File: config.mk
export PLATFORM = sky130hd
export DESIGN_NAME = sevenseg_scan_ctrl
export DESIGN_NICKNAME = d
export VERILOG_FILES = /design/src/rtl/sevenseg_scan_ctrl.sv
export SDC_FILE = /design/constraint.sdc
export NUM_CORES = 1
export LEC_CHECK = 0
export CORE_ASPECT_RATIO = 1.25
export CORE_MARGIN = 2
export CORE_UTILIZATION = 55
export DETAILED_ROUTE_END_ITERATION = 8
export GPL_ROUTABILITY_DRIVEN = 0
export HOLD_SLACK_MARGIN = 0.05
export MAX_ROUTING_LAYER = met4
export PLACE_DENSITY = 0.78
export SYNTH_ARGS = -nofsm -noshare
export SYNTH_HDL_FRONTEND = slang
export SYNTH_SLANG_ARGS = --single-unit
File: constraint.sdc
create_clock -name clk -period 2.5 [get_ports clk]
set_clock_uncertainty 0.1 [all_clocks]
set_input_delay 0.25 -clock clk [delete_from_list [all_inputs] [get_ports clk]]
set_output_delay 0.25 -clock clk [all_outputs]
set_load 0.02 [all_outputs]
File: src/rtl/sevenseg_scan_ctrl.sv
// Scans NDIG 3-bit digits onto one shared segment decoder: DWELL cycles drive, BLANK_CYC blanking per digit.
// Latency: all outputs registered; digit select trails seg_en by one cycle. load_ready drops for a held frame.
// Optional: define LEADING_ZERO_BLANK_EN to suppress leading-zero digits (slot timing unchanged).
module sevenseg_scan_ctrl #(
    parameter int NDIG      = 4,
    parameter int DWELL     = 1000,
    parameter int BLANK_CYC = 2
) (
    input  logic              clk,
    input  logic              rst_n,
    input  logic              enable,
    input  logic              load_valid,
    output logic              load_ready,
    input  logic [3*NDIG-1:0] load_data,
    output logic [2:0]        seg_code,
    output logic              seg_en,
    output logic [NDIG-1:0]   dig_sel,
    output logic              frame_done
);

    localparam int CMAX = (DWELL > BLANK_CYC) ? DWELL : BLANK_CYC;
    localparam int CW   = $clog2(CMAX + 1);
    localparam int IW   = $clog2(NDIG);
`ifdef LEADING_ZERO_BLANK_EN
    localparam bit LZB = 1'b1;
`else
    localparam bit LZB = 1'b0;
`endif

    typedef enum logic [1:0] {IDLE, DRIVE, BLANK} state_t;

    state_t            state;
    logic [IW-1:0]     idx;
    logic [CW-1:0]     cnt;
    logic [3*NDIG-1:0] disp;
    logic [3*NDIG-1:0] shadow;
    logic              pending;
    logic [3*NDIG-1:0] next0;

    function automatic logic [2:0] dig_of(input logic [3*NDIG-1:0] f, input logic [IW-1:0] i);
        return f[3*int'(i) +: 3];
    endfunction

    // A slot is suppressed when it and every higher digit are zero; digit 0 always shows.
    function automatic logic blank_slot(input logic [3*NDIG-1:0] f, input logic [IW-1:0] i);
        logic z;
        z = 1'b1;
        for (int k = 0; k < NDIG; k++) begin
            if (k >= int'(i) && f[3*k +: 3] != 3'd0) z = 1'b0;
        end
        return LZB && (i != '0) && z;
    endfunction

    // Frame that digit 0 will show: a pending load takes effect on this boundary.
    assign next0 = pending ? shadow : disp;

    always_ff @(posedge clk or negedge rst_n) begin
        if (!rst_n) begin
            state      <= IDLE;
            idx        <= '0;
            cnt        <= '0;
            disp       <= '0;
            shadow     <= '0;
            pending    <= 1'b0;
            load_ready <= 1'b1;
            seg_code   <= 3'd0;
            seg_en     <= 1'b0;
            dig_sel    <= '1;
            frame_done <= 1'b0;
        end else begin
            frame_done <= 1'b0;
            if (load_valid && load_ready) begin
                shadow     <= load_data;
                pending    <= 1'b1;
                load_ready <= 1'b0;
            end
            if (state == IDLE) begin
                seg_en  <= 1'b0;
                dig_sel <= '1;
                idx     <= '0;
                cnt     <= '0;
                if (pending) begin
                    disp       <= shadow;
                    pending    <= 1'b0;
                    load_ready <= 1'b1;
                end
                if (enable) begin
                    state    <= DRIVE;
                    seg_code <= dig_of(next0, '0);
                    seg_en   <= 1'b1;
                end
            end else if (!enable) begin
                state   <= IDLE;
                seg_en  <= 1'b0;
                dig_sel <= '1;
                idx     <= '0;
                cnt     <= '0;
            end else if (state == DRIVE) begin
                if (cnt == CW'(DWELL - 1)) begin
                    state   <= BLANK;
                    cnt     <= '0;
                    seg_en  <= 1'b0;
                    dig_sel <= '1;
                end else begin
                    cnt <= cnt + CW'(1);
                    if (cnt == '0 && !blank_slot(disp, idx))
                        dig_sel <= ~(NDIG'(1) << idx);
                end
            end else begin
                if (cnt == CW'(BLANK_CYC - 1)) begin
                    state <= DRIVE;
                    cnt   <= '0;
                    if (idx == IW'(NDIG - 1)) begin
                        frame_done <= 1'b1;
                        idx        <= '0;
                        seg_code   <= dig_of(next0, '0);
                        seg_en     <= 1'b1;
                        if (pending) begin
                            disp       <= shadow;
                            pending    <= 1'b0;
                            load_ready <= 1'b1;
                        end
                    end else begin
                        idx      <= idx + IW'(1);
                        seg_code <= dig_of(disp, idx + IW'(1));
                        seg_en   <= !blank_slot(disp, idx + IW'(1));
                    end
                end else begin
                    cnt <= cnt + CW'(1);
                end
            end
        end
    end

endmodule

* After elaboration in Yosys (flattened, before gate mapping) *
Cells that the tools add are included.

word-level totals
  bits in registers = 49
  bits of input ports = 16
  output and inout port bits = 10
  logic and storage cells = 99

cells by class
  $add $sub $neg = 2
  multiply operators = 1
  equality and inequality tests = 12
  shift operators = 2
  multiplexer cells = 58
  bitwise operators = 1
  reduce and logical (&&, ||, !) cells = 12

operators by type and width
  kind                                                  count
  two-way mux 12 bit                                    6
  two-way mux 10 bit                                    5
  two-way mux 1 bit                                     25
  two-way mux 2 bit                                     11
  two-way mux 4 bit                                     5
  two-way mux 3 bit                                     6
  variable part select 12 x 5 -> 3 bit                  1
  adder 10 x 1 -> 10 bit, second input constant         1
  equality test 10 x 1 -> 1 bit, second input constant  1
  equality test 10 bit, second input constant           1
  logical NOT 10 bit                                    1
  != test 4 x 1 -> 1 bit, second input constant         2
  != test 3 x 1 -> 1 bit, second input constant         2
  AND reduction 2 bit                                   3
  AND reduction 3 bit                                   2
  nonzero test 2 bit                                    3
  multiplier 2 x 2 -> 4 bit, first input constant       1
  != test 2 bit, second input constant                  2
  != test 4 x 3 -> 1 bit, second input constant         1
  inverter 4 bit                                        1
  AND reduction 4 bit                                   1
  << shifter 1 x 2 -> 4 bit, first input constant       1
  != test 3 bit, second input constant                  1
  adder 2 x 1 -> 2 bit, second input constant           1
  other kinds (4)                                       4

* Depth between registers and ports, before layout *
Gate-level depths: netlist of run 1.

  depth in word-level cells = 8
  mapped depth = 6

* Worst setup path after synthesis of run 1 *
Ideal clock, no wire load.

  path type = reg-to-reg
  from = reg idx[0]
  to = reg seg_code[0]
  library setup time = 0.125 ns
  arrival = 1.922 ns
  data required time = 2.275 ns
  path slack = 0.353 ns
  stages on the path, launching flop included = 6
  buffers on the path = 0
  clock period less this slack = 2.147 ns
  cells stage by stage = dfrtp_1 inv_1 ha_1 mux4_2 mux2_2 mux2_2

between the ends
  longest elaborated chain between the ends = 8
  elaborated cells between the ends (all ways) = 9
  classes of those cells = add/sub: 1; mul: 1; eq/ne: 1; shift: 1; mux: 5

RTL lines
  element                               RTL line  text
  from (decl)                           33        logic [IW-1:0] idx;
  from (signal assigned)                124       idx <= idx + IW'(1);
  adder 2 x 1 -> 2 bit                  -
  multiplier 2 x 2 -> 4 bit             41        return f[3*int'(i) +: 3];
  variable part select 12 x 5 -> 3 bit  41
  two-way mux 3 bit (*)                 113       if (idx == IW'(NDIG - 1)) begin
  two-way mux 3 bit (*)                 110       if (cnt == CW'(BLANK_CYC - 1)) begin
  two-way mux 3 bit (*)                 98        end else if (state == DRIVE) begin
  two-way mux 3 bit (*)                 92        end else if (!enable) begin
  two-way mux 3 bit (*)                 77        if (state == IDLE) begin
  to (signal assigned)                  89        seg_code <= dig_of(next0, '0);
  to (signal assigned)                  116       seg_code <= dig_of(next0, '0);
  to (signal assigned)                  125       seg_code <= dig_of(disp, idx + IW'(1));
  to (decl)                             15        output logic [2:0] seg_code,

Mark *: on every way between the ends. The rest lies on a longest branch, timed or not. The select of a mux whose other input is x is not followed.
A chain may end at the register's enable or synchronous reset.

* Worst setup path after layout of run 1 *
  from = reg cnt[6]
  to = reg disp[8]

between the ends
  longest elaborated chain between the ends = 3

RTL lines
  element                               RTL line  text
  from (decl)                           34        logic [CW-1:0] cnt;
  from (signal assigned)                105       cnt <= cnt + CW'(1);
  from (signal assigned)                129       cnt <= cnt + CW'(1);
  equality test 10 x 1 -> 1 bit         110
  nonzero test 2 bit (no source line)   -
  AND reduction 4 bit (no source line)  -
  to (signal assigned)                  83        disp <= shadow;
  to (signal assigned)                  119       disp <= shadow;
  to (decl)                             35        logic [3*NDIG-1:0] disp;

No other way between the ends.

==> results of run 1 <==
==> flip-flops by register name (all words and copies together), names as in the netlist, 2 cells and up <==
| name | flops |
|---|---|
| cnt | 10 |
| dig_sel | 4 |
| disp | 12 |
| idx | 2 |
| seg_code | 3 |
| shadow | 12 |
| state | 2 |
==> area by class of cell <==
class	instances	area [um2]	share of cell area, %
clock inverters	3	46.3	1.68
clock buffers	5	68.8	2.50
flip-flops and latches	49	1230	44.8
multi-input cells	121	1020	37.2
repair buffers	29	278	10.1
well taps	56	70.1	2.55
inverters	9	33.8	1.23
==> power by group <==
| part | internal [mW] | leakage, nW | switching (mW) |
|---|---|---|---|
| Clock | 0.299 | 0.0543 | 0.268 |
| Combinational | 0.396 | 0.519 | 0.218 |
| Sequential | 1.03 | 0.608 | 0.148 |
==> routing by layer <==
metal	GRT usage (%)	share of wire (%)
met1	25.5	38
met2	36.4	57
met3	4.07	3.8
met4	8.72	1.5
met5	-	0
==> worst max path at each step <==
stage                 from          end  slack [ps]  cells past startpoint
floorplan           idx[0]  seg_code[0]         350                      5
global placement    cnt[2]      disp[6]         240                      4
detailed placement  cnt[6]      disp[7]         170                      4
CTS                 cnt[6]      disp[8]         120                      4
global route        cnt[6]      disp[2]          20                      4
finish              cnt[6]      disp[8]         100                      4
==> placed cells by master (no fill, tap or decap), drive strengths merged, types with 2 or more instances in the layout <==
master,n
nand3,13
o21ai,2
inv,9
xor2,4
xnor2,4
a22oi,4
and4,2
nor2,19
a21oi,3
clkdlybuf4s50,24
dfstp,5
buf,4
mux2,33
clkbuf,5
ha,7
nand4,5
dfrtp,44
mux4,3
nor4,2
nand2,8
nor2b,2
==> what timing repair did <==
item / CTS / global route
hold endpoints to repair: 40 / 0
hold buffers: 1 / 0
buffers inserted: 0 / 0
==> critical path: cells and delay by family (launching register included) <==
| kind | cells | cell delay (ps) |
|---|---|---|
| DFF | 1 | 450 |
| muxes | 1 | 410 |
| AOI/OAI and AO/OA | 1 | 690 |
| and+or+nand+nor | 2 | 620 |
==> kinds of logic (layout without fill, tap and decap cells) <==
logic type,Yosys count,after routing,synth area share [%]
XOR/XNOR,8,8,3.03
AO/OA/AOI/OAI,15,15,4.44
AND/OR/NAND/NOR,54,54,12.1
adder cells (fa/ha/maj),7,7,3.79
buffers and inverters,13,46,2.44
flip-flops,49,49,53.3
multiplexers,37,37,20.9
==> stage by stage <==
| step | utilization (%) | power [mW] | instances | cell area, um2 | worst slack, ps |
|---|---|---|---|---|---|
| floorplan | - | 1.59 | 183 | 2310 | 353 |
| global placement | 64.6 | 1.75 | 263 | 2630 | 236 |
| detailed placement | 64.6 | 1.80 | 263 | 2630 | 167 |
| CTS | 67.7 | 2.38 | 272 | 2750 | 124 |
| global route | 67.7 | 2.47 | 272 | 2750 | 19.6 |
| finish | 67.7 | 2.36 | 272 | 2750 | 104 |
==> impl_results.md, run 1 <==
- IO Pins: 26
- Final min period: 2400 ps
- Static Leak: approximately 1.2 nW
- Pre-antenna DRT Iters: 4
- CP max-delay cell: o41a_1
- PortBufs: 25
- Hold_sp: load_valid
- RSZ-0062 raised after global routing: false
- Main synth FF type: dfrtp_1
- Initial antenna violation count: 0
- Maximum clock path buffer count: 2
- FF-to-FF Start: cnt[6]
- Vias per inst: 5.68
- Synth top cells by count: 44 x dfrtp_1, 24 x mux2_2, 19 x nor2_1, 13 x nand3_1
- Area of the die: around 4700 um2
- Grt total ovfl: 0
- Yosys Warn Count: 0
- P&R area growth vs syn: 19.1%
- Clk Latency, worst-skew pair: approximately 310 ps
- Pin count of the biggest net entering global routing: 48
- Cell taking the most area after synthesis: dfrtp_1
- DRC: 0
- Max Cap Viol: 0
- P per Cell Area: ~860 nW/um2
- Setup CP Type: flop to flop
- Worst Hold Endpoint: load_ready
- Synth unique cells: 32
- Area share of the largest cell type after synthesis: 47.6%
- Diode count: 0
- CTS H-Tree Depth: 2
- F_max: 0.417 GHz
- Synth Cell Area: 2310 um2
- Worst path arrival time: 2490 ps
- Via Count: 1544
- Share of layout cells above drive strength 1: 25.5%
- Slew Limit Fails: 0
- RR Endpoint: disp[8]
- Hold_ws: ~400 ps
- # fillers: just over 300
- Setup-failing EPs final: 0
- CP cell instances: nor4_2 -> nand2_1 -> o41a_1 -> mux2_4
- Startpoint Class: flop
- Final net count: 238
- Mapped Nets: 206
- WL final: 4500 um
- CTS tree: done
- Synth area leaders: dfrtp_1 48%, mux2_2 12%, mux2_4 5.8%
- Initial drt markers: 53
- Status: completed
- Maximum VDD drop: 0.526 mV
- Die W: 62.0 um
- Final Hold Fails: 0
- Post-synthesis sequential area ratio: ~53%
- Setup TNS: 0 ps
- GR Util All Layers: between 20% and 30%
- DR WL/cell: 16.5 um
- Reg2reg setup slack: 100 ps
- CTS root buf: clkbuf_8
- ANT nets after route: 0
- Cells after Synth: approximately 180
- Yosys reg bits: between 40 and 50
- Tightest Pin Transition: approximately 1000 ps
- CORE AREA: 4070 um2
- Die Y: 76.5 um
- Dpl hpwl: 3330 um
- Min-Delay Path Class: primary input to flop
- First-pass GRT wire length: ~7500 um
- Clock transition at the registers of the reported paths: 90 ps
- Clock sink total: 49
- Crit Path Max Fanout: 11
- CTS buffer count: 5
- CP Data Required Time: 2600 ps
- Row count: 26
- Crit. End Element: flop
- Hold path depth: 2
- Most frequent cell after synthesis: dfrtp_1
- Fin crit share: a little over nine tenths
- FFs w/ async S/R, synth: 100%
- R2R depth: 4
- Cts repair resizes: 0
- Vias in the first global route: approximately 1600
- CP peak stage delay: 690 ps
- Syn avg cell area: 12.6 um2
- Starting Density: 56.8%
- Post-synth EDFFs: 0
- Worst slew margin: 31.8%
(Power assumes the default switching activity.)
==> run 2: changes to the inputs <==
--- a/config.mk
+++ b/config.mk
@@ -13,6 +13,7 @@
 export HOLD_SLACK_MARGIN = 0.05
 export MAX_ROUTING_LAYER = met4
 export PLACE_DENSITY = 0.78
+export SLEW_MARGIN = 5
 export SYNTH_ARGS = -nofsm -noshare
 export SYNTH_HDL_FRONTEND = slang
 export SYNTH_SLANG_ARGS = --single-unit
==> results of run 2 <==
The final DEF is identical to that of run 1; final timing and power are the same.
==> run 3: changes to the inputs <==
--- a/config.mk
+++ b/config.mk
@@ -6,7 +6,6 @@
 export NUM_CORES = 1
 export LEC_CHECK = 0
 export CORE_ASPECT_RATIO = 1.25
-export CORE_MARGIN = 2
 export CORE_UTILIZATION = 55
 export DETAILED_ROUTE_END_ITERATION = 8
 export GPL_ROUTABILITY_DRIVEN = 0
==> impl_results.md, run 3 (same netlist as run 1, synthesis figures left out) <==
- F_max: 0.425 GHz (+1.9%)
- CTS tree: done
- Max Cap Viol: 0 (unchanged)
- Fin crit share: 94.0% (-1.8 points)
- Crit Path Max Fanout: 11 (unchanged)
- CTS H-Tree Depth: 2 (unchanged)
- Setup CP Type: flop to flop
- Die Y: 74.5 um (-2.6%)
- Final Hold Fails: 0 (unchanged)
- Met3 usage: 5.57% (+1.5 points)
- Worst path depth: 4 (unchanged)
- Worst path arrival time: 2440 ps (-50 ps)
- GRT met1 Usage: 26.3% (+0.74 points)
- Pre-antenna DRT Iters: 6 (+2)
- CP bufs+invs: 0 (unchanged)
- CP peak stage delay: 650 ps (-40 ps)
- DP Worst Slack: 170 ps (+2.99 ps)
- CP cell instances: nor4_2 -> nand2_1 -> o41a_2 -> mux2_4
- Row count: 26 (unchanged)
- Min-Delay Path Class: primary input to asynchronous set/reset pin
- CTS buffer count: 5 (unchanged)
- Via Count: 1548 (+0.26%)
- Clock transition at the registers of the reported paths: 80 ps (about the same)
- First-pass GRT wire length: 7430 um (-0.55%)
- Finished Cell Area: 2740 um2 (-0.59%)
- Vias per inst: 5.67 (-0.11%)
- Final net count: 239 (+0.42%)
- P&R area growth vs syn: 18.4%
- DRC: 0 (unchanged)
- Status: completed
- Design Power: 2.25 mW (-4.5%)
- Placement Cell Area: 2630 um2 (+0.29%)
- Commonest non-fill, non-tap cell in the layout: dfrtp_1
- CORE AREA: 4070 um2 (unchanged)
- CP delay by family, top: simple AND/OR/NAND/NOR gates
- Crit. End Element: flop
- CP Data Required Time: 2590 ps (about the same)
- RSZ-0062 raised after global routing: false
- CP max-delay cell: o41a_2
- IO Pins: 26 (unchanged)
- Clock sink total: 49 (unchanged)
- Grt total ovfl: 0 (unchanged)
- Worst slew margin: 62.4% (+31 points)
- Top Registers: disp (12), shadow (12), cnt (10)
- Maximum VDD drop: 0.503 mV (-4.2%)
- Pin count of the biggest net entering global routing: 22 (-54%)
- Diode count: 0 (unchanged)
- R2R depth: 4 (unchanged)
- Reg2reg setup slack: 150 ps (+50 ps)
- CTS root buf: clkbuf_8
- Setup TNS: 0 ps (unchanged)
- GRT busiest layer: met2
- Share of layout cells above drive strength 1: 25.3% (-0.12 points)
- FF-to-FF Start: cnt[3]
- Static Leak: 1.18 nW (-0.32%)
- Tightest Pin Transition: 563 ps (-460 ps)
- Starting Density: 56.8% (unchanged)
- Post-CTS Setup Bufs: 0 (unchanged)
- Maximum clock path buffer count: 2 (unchanged)
- Area of the die: 4470 um2 (-5.8%)
- Vias in the first global route: 1655 (+4.4%)
- DR WL/cell: 16.2 um (-1.9%)
- Final min period: 2350 ps (-45.5 ps)
- Hold_ws: 269 ps (-129 ps)
- Setup-failing EPs final: 0 (unchanged)
- P per Cell Area: 824 nW/um2 (-3.9%)
- M2 GR Usage: 41.1% (+4.8 points)
- Dpl hpwl: 3270 um (-1.8%)
- Startpoint Class: flop
- Die W: 60.0 um (-3.2%)
- Setup ws final: 149 ps (+45.5 ps)
- ANT nets after route: 0 (unchanged)
- GR Util All Layers: 24.0% (+2.0 points)
- PortBufs: 25 (unchanged)
- Clk Latency, worst-skew pair: 300 ps (about the same)
- Initial antenna violation count: 0 (unchanged)
- Slew Limit Fails: 0 (unchanged)
- Initial drt markers: 95 (+79%)
- RR Endpoint: disp[7]
- Most frequent cells in the layout: 44 x dfrtp_1, 24 x mux2_2, 24 x clkdlybuf4s50_1
- WL final: 4430 um (-1.5%)
## run 3: where the power goes
part	leakage, nW	internal [mW]	switching, mW
logic	0.524	0.396	0.212
registers	0.608	1.03	0.144
clock network	0.0455	0.226	0.246
## run 3: final cells by class
cell class | instances | area (um2)
clock buffers | 8 | 90.1
fillers | 313 | 1330
inverters | 9 | 33.8
multi-input cells | 121 | 1020
flip-flops and latches | 49 | 1230
well taps | 56 | 70.1
repair buffers | 30 | 285
## run 3: metal layers
metal / part of all wire (%) / wire (um)
met1: 38 / 1680
met2: 56 / 2480
met3: 4.4 / 193
met4: 1.8 / 79
met5: 0 / 0
## run 3: stage by stage
step	instances	util [%]
3_5_place_dp	264	64.8
2_1_floorplan	183	-
3_3_place_gp	264	64.8
4_1_cts	273	67.2
5_1_grt	273	67.3
6_report	273	67.3
## run 3: timing repair
item                                    4_1_cts  5_1_grt
hold endpoints to repair                     13        0
resized for setup                             0        1
endpoints found under the setup margin        0        4
hold buffers                                  1        0
## run 3: how the worst max path moves through the flow
stage                 from          end  slack (ps)
floorplan           idx[0]  seg_code[0]         350
global placement    cnt[6]      disp[6]         240
detailed placement  cnt[2]      disp[6]         170
CTS                 cnt[3]     disp[11]          90
global route        cnt[4]      disp[2]          90
finish              cnt[3]      disp[7]         150
## run 3: worst reg2reg max path, stage by stage, from the launching register on
cell,delay [ps]
dfrtp_1,460
nor4_2,480
nand2_1,200
o41a_2,650
mux2_4,350
